File: config.mk
export PLATFORM = sky130hd
export DESIGN_NAME = led_blink_arbiter
export DESIGN_NICKNAME = d
export VERILOG_FILES = /design/src/rtl/led_arb_pkg.sv /design/src/rtl/led_tick_prescaler.sv /design/src/rtl/led_blink_arbiter.sv
export SDC_FILE = /design/constraint.sdc
export NUM_CORES = 1
export LEC_CHECK = 0
export CAP_MARGIN = 20
export CORE_UTILIZATION = 55
export CTS_CLUSTER_SIZE = 14
export DETAILED_ROUTE_END_ITERATION = 8
export GPL_ROUTABILITY_DRIVEN = 0
export PLACE_DENSITY = 0.82
export SYNTH_ARGS = -nofsm -noshare
export SYNTH_HDL_FRONTEND = slang
export SYNTH_SLANG_ARGS = --single-unit
File: constraint.sdc
create_clock -name clk -period 4.4 [get_ports clk]
set_input_delay 1.32 -clock clk [delete_from_list [all_inputs] [get_ports clk]]
set_output_delay 1.32 -clock clk [all_outputs]
set_load 0.02 [all_outputs]
File: src/rtl/led_arb_pkg.sv
// Shared encodings and constants for the LED blink arbiter.
package led_arb_pkg;

  typedef enum logic [1:0] {
    ST_IDLE = 2'd0,
    ST_ON   = 2'd1,
    ST_OFF  = 2'd2,
    ST_GAP  = 2'd3
  } arb_state_e;

  // Heartbeat period in prescaler ticks (one LED toggle per period).
  localparam int unsigned HB_TICKS = 4;

endpackage

File: src/rtl/led_tick_prescaler.sv
// Divides clk into one-cycle ticks every TICK_DIV cycles; clear forces the count back to 0.
module led_tick_prescaler #(
  parameter int unsigned TICK_DIV = 1500000
) (
  input  logic clk,
  input  logic reset_n,
  input  logic clear,
  input  logic enable,
  output logic tick
);

  localparam int unsigned PW = (TICK_DIV > 1) ? $clog2(TICK_DIV) : 1;
  localparam logic [PW-1:0] CNT_LAST = PW'(TICK_DIV - 1);

  logic [PW-1:0] cnt_r;

  // Phase counter: 0..TICK_DIV-1, wrapping on the tick.
  always_ff @(posedge clk) begin
    if (!reset_n) begin
      cnt_r <= '0;
    end else if (clear) begin
      cnt_r <= '0;
    end else if (enable) begin
      if (cnt_r == CNT_LAST) begin
        cnt_r <= '0;
      end else begin
        cnt_r <= cnt_r + PW'(1);
      end
    end else begin
      cnt_r <= cnt_r;
    end
  end

  assign tick = enable && !clear && (cnt_r == CNT_LAST);

endmodule

File: src/rtl/led_blink_arbiter.sv
// Round-robin owner of the board LED; each grant plays N blinks then a dark gap.
// Optional idle heartbeat when LED_ARB_HEARTBEAT_EN is defined.
module led_blink_arbiter
  import led_arb_pkg::*;
#(
  parameter int unsigned NUM_REQ   = 4,
  parameter int unsigned CNT_W     = 4,
  parameter int unsigned TICK_DIV  = 1500000,
  parameter int unsigned GAP_TICKS = 2
) (
  input  logic                       clk,
  input  logic                       reset_n,
  input  logic [NUM_REQ-1:0]         req,
  input  logic [NUM_REQ*CNT_W-1:0]   req_count,
  output logic [NUM_REQ-1:0]         grant,
  output logic [NUM_REQ-1:0]         done,
  output logic                       busy,
  output logic [$clog2(NUM_REQ)-1:0] owner,
  output logic                       led_out
);

  localparam int unsigned OW = $clog2(NUM_REQ);
  localparam int unsigned GW = (GAP_TICKS > 1) ? $clog2(GAP_TICKS) : 1;
  localparam logic [GW-1:0] GAP_LAST = GW'(GAP_TICKS - 1);

  arb_state_e       state_r;
  logic [CNT_W-1:0] cnt_r;
  logic [GW-1:0]    gap_r;
  logic [OW-1:0]    last_r;
  logic [OW:0]      pick_s;
  logic [CNT_W-1:0] sel_cnt_s;
  logic             pick_found_s;
  logic [OW-1:0]    pick_idx_s;
  logic             tick_s;
  logic             presc_clear_s;

`ifdef LED_ARB_HEARTBEAT_EN
  localparam int unsigned HB_W = $clog2(HB_TICKS);
  localparam logic [HB_W-1:0] HB_LAST = HB_W'(HB_TICKS - 1);
  logic [HB_W-1:0] hb_r;
`endif

  // First set bit searching upward from last+1 with wrap; returns {found, index}.
  function automatic logic [OW:0] rr_pick(input logic [NUM_REQ-1:0] r, input logic [OW-1:0] last);
    logic [OW:0]   res;
    logic [OW-1:0] idx;
    res = '0;
    for (int i = int'(NUM_REQ); i >= 1; i--) begin
      idx = OW'((int'(last) + i) % int'(NUM_REQ));
      if (r[idx]) begin
        res = {1'b1, idx};
      end else begin
        res = res;
      end
    end
    return res;
  endfunction

  function automatic logic [NUM_REQ-1:0] onehot(input logic [OW-1:0] i);
    logic [NUM_REQ-1:0] v;
    v    = '0;
    v[i] = 1'b1;
    return v;
  endfunction

  // Arbitration pick and the winner's blink count.
  always_comb begin
    pick_s    = rr_pick(req, last_r);
    sel_cnt_s = '0;
    for (int i = 0; i < int'(NUM_REQ); i++) begin
      if (OW'(i) == pick_s[OW-1:0]) begin
        sel_cnt_s = req_count[i*CNT_W +: CNT_W];
      end else begin
        sel_cnt_s = sel_cnt_s;
      end
    end
  end

  assign pick_found_s = pick_s[OW];
  assign pick_idx_s   = pick_s[OW-1:0];

`ifdef LED_ARB_HEARTBEAT_EN
  assign presc_clear_s = (state_r == ST_IDLE) && pick_found_s;
`else
  assign presc_clear_s = (state_r == ST_IDLE);
`endif

  led_tick_prescaler #(
    .TICK_DIV (TICK_DIV)
  ) u_presc (
    .clk     (clk),
    .reset_n (reset_n),
    .clear   (presc_clear_s),
    .enable  (1'b1),
    .tick    (tick_s)
  );

  // Burst sequencer with registered grant/done/busy/owner/led outputs.
  always_ff @(posedge clk) begin
    if (!reset_n) begin
      state_r <= ST_IDLE;
      grant   <= '0;
      done    <= '0;
      busy    <= 1'b0;
      owner   <= '0;
      led_out <= 1'b0;
      cnt_r   <= '0;
      gap_r   <= '0;
      last_r  <= OW'(NUM_REQ - 1);
`ifdef LED_ARB_HEARTBEAT_EN
      hb_r    <= '0;
`endif
    end else begin
      grant <= '0;
      done  <= '0;
      case (state_r)
        ST_IDLE: begin
          if (pick_found_s) begin
            grant  <= onehot(pick_idx_s);
            busy   <= 1'b1;
            owner  <= pick_idx_s;
            last_r <= pick_idx_s;
            cnt_r  <= sel_cnt_s;
            gap_r  <= '0;
`ifdef LED_ARB_HEARTBEAT_EN
            hb_r   <= '0;
`endif
            if (sel_cnt_s != '0) begin
              state_r <= ST_ON;
              led_out <= 1'b1;
            end else begin
              state_r <= ST_GAP;
              led_out <= 1'b0;
            end
          end else begin
`ifdef LED_ARB_HEARTBEAT_EN
            if (tick_s) begin
              if (hb_r == HB_LAST) begin
                hb_r    <= '0;
                led_out <= ~led_out;
              end else begin
                hb_r <= hb_r + HB_W'(1);
              end
            end
`else
            led_out <= 1'b0;
`endif
          end
        end
        ST_ON: begin
          if (tick_s) begin
            state_r <= ST_OFF;
            led_out <= 1'b0;
          end
        end
        ST_OFF: begin
          // OFF is only reached with a nonzero count, so the decrement never wraps.
          if (tick_s) begin
            cnt_r <= cnt_r - CNT_W'(1);
            if (cnt_r == CNT_W'(1)) begin
              state_r <= ST_GAP;
            end else begin
              state_r <= ST_ON;
              led_out <= 1'b1;
            end
          end
        end
        ST_GAP: begin
          if (tick_s) begin
            if (gap_r == GAP_LAST) begin
              state_r <= ST_IDLE;
              done    <= onehot(owner);
              busy    <= 1'b0;
              gap_r   <= '0;
            end else begin
              gap_r <= gap_r + GW'(1);
            end
          end
        end
        default: begin
          state_r <= ST_IDLE;
          busy    <= 1'b0;
          led_out <= 1'b0;
        end
      endcase
    end
  end

endmodule
# Word level (Yosys, flattened, before mapping)
# Cells that the tools add are included.
[totals]
ff_bits = 42
wordCells = 104
[classes]
addsub = 7
order_cmp = 8
n_eq_ne = 14
n_mux = 45
n_bitwise = 1
n_reduce_logical = 19
[op_table]
columns = ["op", "n"]
rows = [
  ["$mux 4", 6],
  ["$add 21x1->21 const B", 1],
  ["$eq 21x21->1 const B", 1],
  ["$lt 2x3->1 const B", 6],
  ["$mux 1", 17],
  ["$mux 2", 7],
  ["$mux 3", 4],
  ["$ne 2x2->1 const B", 6],
  ["$reduce_and 4->1", 3],
  ["$reduce_and 3->1", 3],
  ["$bmux 1 s2", 4],
  ["$pmux 2 s4", 1],
  ["$pmux 4 s2", 1],
  ["$reduce_and 5->1", 1],
  ["$add 2x1->2 const B", 2],
  ["$add 2x2->2 const B", 2],
  ["$demux 1 s2", 2],
  ["$eq 2x2->1 const A", 2],
  ["$eq 2x2->1 const B", 2],
  ["$eq 4x1->1 const B", 1],
  ["$ge 2x1->1 const B", 2],
  ["$logic_not 2->1", 2],
  ["$pmux 1 s2", 2],
  ["$reduce_bool 2->1", 2],
  ["12 further kinds", 14],
]

# Logic depth before layout (Yosys ltp)
[logic_depth]
depth_word = 16
depth_mapped = 9
ltp_nobuf = 8

# By module
# Synthesis repeated with hierarchy kept, for this count alone.
[hier_totals]
hier_cells = 281
hier_area_um2 = 2382.3
[modules_own_cells]
columns = ["mod", "instances", "cells_each", "area_per_inst_um2", "seq_area_each_um2"]
rows = [
  ["led_blink_arbiter", 1, 163, 1345.0, 420.4],
  ["led_tick_prescaler", 1, 118, 1037.2, 420.4],
]

# Least setup slack after synthesis
# No wires, ideal clock.
[synth_timing]
path_type = "input -> register"
startpoint = "input req[1]"
endpoint = "register cnt_r[1]"
setup_ps = 66
arrival_ps = 2792
path_slack_ps = 1541
path_stages = 7
n_path_buf = 0
path_cell_list = "nor2_1 o22ai_1 a311oi_2 nand2_1 a32o_1 mux2_2 a21oi_2"
[synth_via]
elab_chain_cells = 13
[synth_lines]
columns = ["item", "line_no", "text"]
rows = [
  ["from (decl)", "led_blink_arbiter.sv:13", "input logic [NUM_REQ-1:0] req,"],
  ["$bmux 1 s2", "led_blink_arbiter.sv:50", "if (r[idx]) begin"],
  ["$mux 1 (not written as such)", "led_blink_arbiter.sv:50", ""],
  ["$mux 3 (3 in a row)", "led_blink_arbiter.sv:50", ""],
  ["$mux 3 *", "led_blink_arbiter.sv:50", ""],
  ["$logic_not 2->1", "led_blink_arbiter.sv:71", "if (OW'(i) == pick_s[OW-1:0]) begin"],
  ["$mux 4 (4 in a row)", "led_blink_arbiter.sv:71", ""],
  ["$mux 4", "led_blink_arbiter.sv:118", "if (pick_found_s) begin"],
  ["$pmux 4 s2", "led_blink_arbiter.sv:116", "case (state_r)"],
  ["to (signal assigned)", "led_blink_arbiter.sv:123", "cnt_r <= sel_cnt_s;"],
  ["to (signal assigned)", "led_blink_arbiter.sv:159", "cnt_r <= cnt_r - CNT_W'(1);"],
  ["to (decl)", "led_blink_arbiter.sv:27", "logic [CNT_W-1:0] cnt_r;"],
]
# Every way passes the cells marked *; elsewhere a longest branch is shown, timed or not. The select of a mux whose other input is x is not followed.
# A chain may end at the register's enable or synchronous reset.

# Worst setup path after layout
[layout_timing]
startpoint = "input req[1]"
endpoint = "register cnt_r[3]"
# Same word-level chain as after synthesis.

==> flow_metrics.py <==
metrics = {
    "timing": {
        "finalHoldViolations": 0,
        "whs_ps": 476,
        "finalSetupTns_ps": 0,
        "slew_headroom_pct": 48.1,
        "fin_skew_ps": 7.23,
        "worst_pin_slew_ps": 773,
        "min_period_ps": 3310,
        "maxSlewViolCount": 0,
        "rsz0062_at_grt": "false",
        "setup_violations": 0,
        "finalCritPeriodShare_pct": 75.2,
        "fmax_mhz": 302,
    },
    "power": {
        "finalPower_mw": 1.26,
        "power_frac_comb_pct": 41.5,
        "p_seq_share_pct": 39.0,
        "clkPwrFrac_pct": 19.5,
        "p_per_area_mw_per_mm2": 491,
        "switchingPower_uw": 486,
        "leakagePower_nw": 0.944,
        "switching_share_pct": 38.5,
        "ir_drop_mv": 0.256,
        "p_int_uw": 776,
    },
    "detailed_routing": {
        "wl_per_cell_um": 13.2,
        "via_per_inst": 5.58,
        "drtIter0Drc": 94,
        "drt_wl_total_um": 4450,
        "final_antenna_net_count": 0,
        "drc_errors": 0,
        "dr_total_vias": 1882,
        "drt-pass1-iter-count": 4,
    },
    "cts": {
        "htreeDepth": 2,
        "clock_sinks": 42,
        "clockBufferDepth": 2,
        "tritoncts": "yes",
        "insertion_delay_ps": 300,
        "cts_buffers": 5,
        "cts_resized": 0,
        "cts_hold_buf": 0,
        "clkTransAtPathRegs_ps": 80,
        "cts_root_buf": "clkbuf_8",
        "post_cts_buffers": 0,
    },
    "outcome": {
        "status": "finished, final reports clean",
    },
    "grt": {
        "grt_pass1_vias": 1671,
        "antenna_found_initial": 0,
        "grt_max_degree": 21,
        "gr-total-overflow": 0,
        "grt_use_total_pct": 22.9,
        "grt_pass1_wl_um": 7370,
    },
    "final_layout": {
        "final_layout_size_suffix_gt1_share_pct": 5.88,
        "antenna_cells": 0,
        "syn_to_final_growth_pct": 20.8,
        "layout_common_cells": "dfxtp_1, nor2_1, nand2_1, clkdlybuf4s50_1, xor2_1",
        "final_common_cell": "dfxtp_1",
        "nNetsFinal": 317,
    },
    "worst_setup_path": {
        "setup.worst_path.end_class": "flip-flop",
        "timing.rr.start": "u_presc.cnt_r[0]$_SDFF_PP0_",
        "path_max_fanout": 10,
        "rrSetupSlack_ps": 1960,
        "worst_ep_required_time_ps": 4640,
        "arrival_ps": 3550,
        "critical_path_class": "input pin to flip-flop",
        "reg2reg_to": "cnt_r[3]$_SDFFE_PN0P_",
        "crit_start": "req[1]",
        "cpPeakStageDelay_ps": 600,
        "path_cells": "clkdlybuf4s50_1 > nor2_1 > o22ai_1 > a311oi_2 > a21oi_1 > a32o_1 > nor3_1 > o31a_1",
        "critPathSlowestCell": "a311oi_2",
        "cp-start-kind": "input pin",
        "r2r_cells": 8,
    },
    "logic_synthesis": {
        "avgSynthCellArea_sq_um": 8.28,
        "synth_nets": 286,
        "yosysTopAreaCellShare_pct": 39.5,
        "synth.distinct_cells": 51,
        "seq_area_frac_synth_pct": 39.5,
        "synth_edf_count": 0,
        "synthesis.area_sq_mm": 0.00213,
        "synth_ff_type": "dfxtp_1",
        "ys_ff_latch": 42,
        "yosys-top-cells-area": "dfxtp_1, xor2_1, nor2_1, nand2_1, ha_1",
        "ys_warn_count": 0,
        "yosysTopAreaCell": "dfxtp_1",
        "synthArstFlopShare_pct": 0,
        "netlist_instances": 257,
    },
    "floorplanning": {
        "pin_count": 34,
        "rows": 22,
        "die_h_um": 64.2,
        "die_x_um": 64.2,
        "die_area_sq_mm": 0.00412,
        "core-area_sq_mm": 0.00369,
        "initial_core_util_pct": 57.7,
    },
    "placement": {
        "hpwl_um": 3240,
        "io_buffer_count": 33,
    },
    "hold_path": {
        "min_from": "u_presc.cnt_r[0]$_SDFF_PP0_",
        "hold_end": "u_presc.cnt_r[0]$_SDFF_PP0_",
        "whs_path_depth": 1,
        "hold_class": "flip-flop to flip-flop",
    },
    "run": {
        "maxCapViolCount": 0,
    },
}
-- sequential cells by signal (all words and copies together), names as in the netlist --
name	flops
led_out	1
gap_r	1
u_presc.cnt_r	21
done	4
grant	4
owner	2
last_r	2
state_r	2
busy	1
cnt_r	4
-- through the flow --
stage / std cells / setup slack [ps] / cell area [sq um] / util (%)
floorplan: 257 / 1540 / 2130 / -
global placement: 329 / 875 / 2480 / 67.3
detailed placement: 329 / 833 / 2480 / 67.3
finish: 337 / 1090 / 2570 / 69.7
global route: 337 / 891 / 2570 / 69.7
CTS: 337 / 1070 / 2570 / 69.7
-- synth_stat cells (all sizes together), types with 2 or more instances --
library cell	n
nor3	11
a32o	4
ha	7
nand3	11
nand3b	2
nor4b	2
a21oi	9
nor4	4
inv	7
mux2	2
and4	4
nand2	33
nand4	6
nand2b	3
nor3b	2
and3	4
o22ai	2
a21boi	3
xnor2	3
or3	2
o21ai	8
dfxtp	42
nor2	39
clkbuf	9
xor2	17
-- worst max path at each step --
stage          slack (ps)                    end  depth (start not counted)
2_1_floorplan        1540  cnt_r[1]$_SDFFE_PN0P_                          7
3_3_place_gp          870  cnt_r[1]$_SDFFE_PN0P_                          8
3_5_place_dp          830  cnt_r[1]$_SDFFE_PN0P_                          8
4_1_cts              1070  cnt_r[3]$_SDFFE_PN0P_                          8
5_1_grt               890  cnt_r[2]$_SDFFE_PN0P_                          8
6_report             1090  cnt_r[3]$_SDFFE_PN0P_                          8
-- area by class of cell --
| cell class | count | area (sq um) |
|---|---|---|
| multi-input cells | 198 | 1220 |
| fillers | 317 | 1120 |
| flip-flops and latches | 42 | 841 |
| repair buffers | 34 | 338 |
| clock buffers | 6 | 72.6 |
| well taps | 48 | 60.1 |
| inverters | 7 | 26.3 |
| clock inverters | 2 | 13.8 |
-- power by group through the flow --
stage / Combinational [mW] / Clock (mW) / Sequential, mW
3_3_place_gp: 0.511 / 0 / 0.498
6_report: 0.524 / 0.246 / 0.492
3_5_place_dp: 0.520 / 0 / 0.500
2_1_floorplan: 0.373 / 0 / 0.508
4_1_cts: 0.523 / 0.251 / 0.491
5_1_grt: 0.590 / 0.271 / 0.501
-- metal layers --
| layer | vias to the layer above | GRT usage (%) | part of all wire [%] |
|---|---|---|---|
| met3 | 7 | 5.89 | 3.1 |
| li1 | 967 | - | - |
| met4 | 0 | 7.50 | 1.3 |
| met2 | 34 | 36.7 | 45 |
| met1 | 874 | 29.9 | 50 |
| met5 | - | 0 | 0 |
-- cells by family (layout without fill, tap and decap cells) --
group           after synthesis  count (layout)  synth area share, %
buf+inv                      17              49                 3.23
simple gates                128             128                 29.7
mux                           3               3                 1.53
flops                        42              42                 39.5
fa+ha+maj                     7               7                 4.12
compound gates               40              40                 13.7
xor+xnor                     20              20                 8.23
-- worst max-delay path: cells and delay by family --
family	cells	cell delay (ps)
AOI/OAI and AO/OA	5	1320
buffers and inverters	1	500
and+or+nand+nor	2	400
Power figures use the tool's default switching activity.
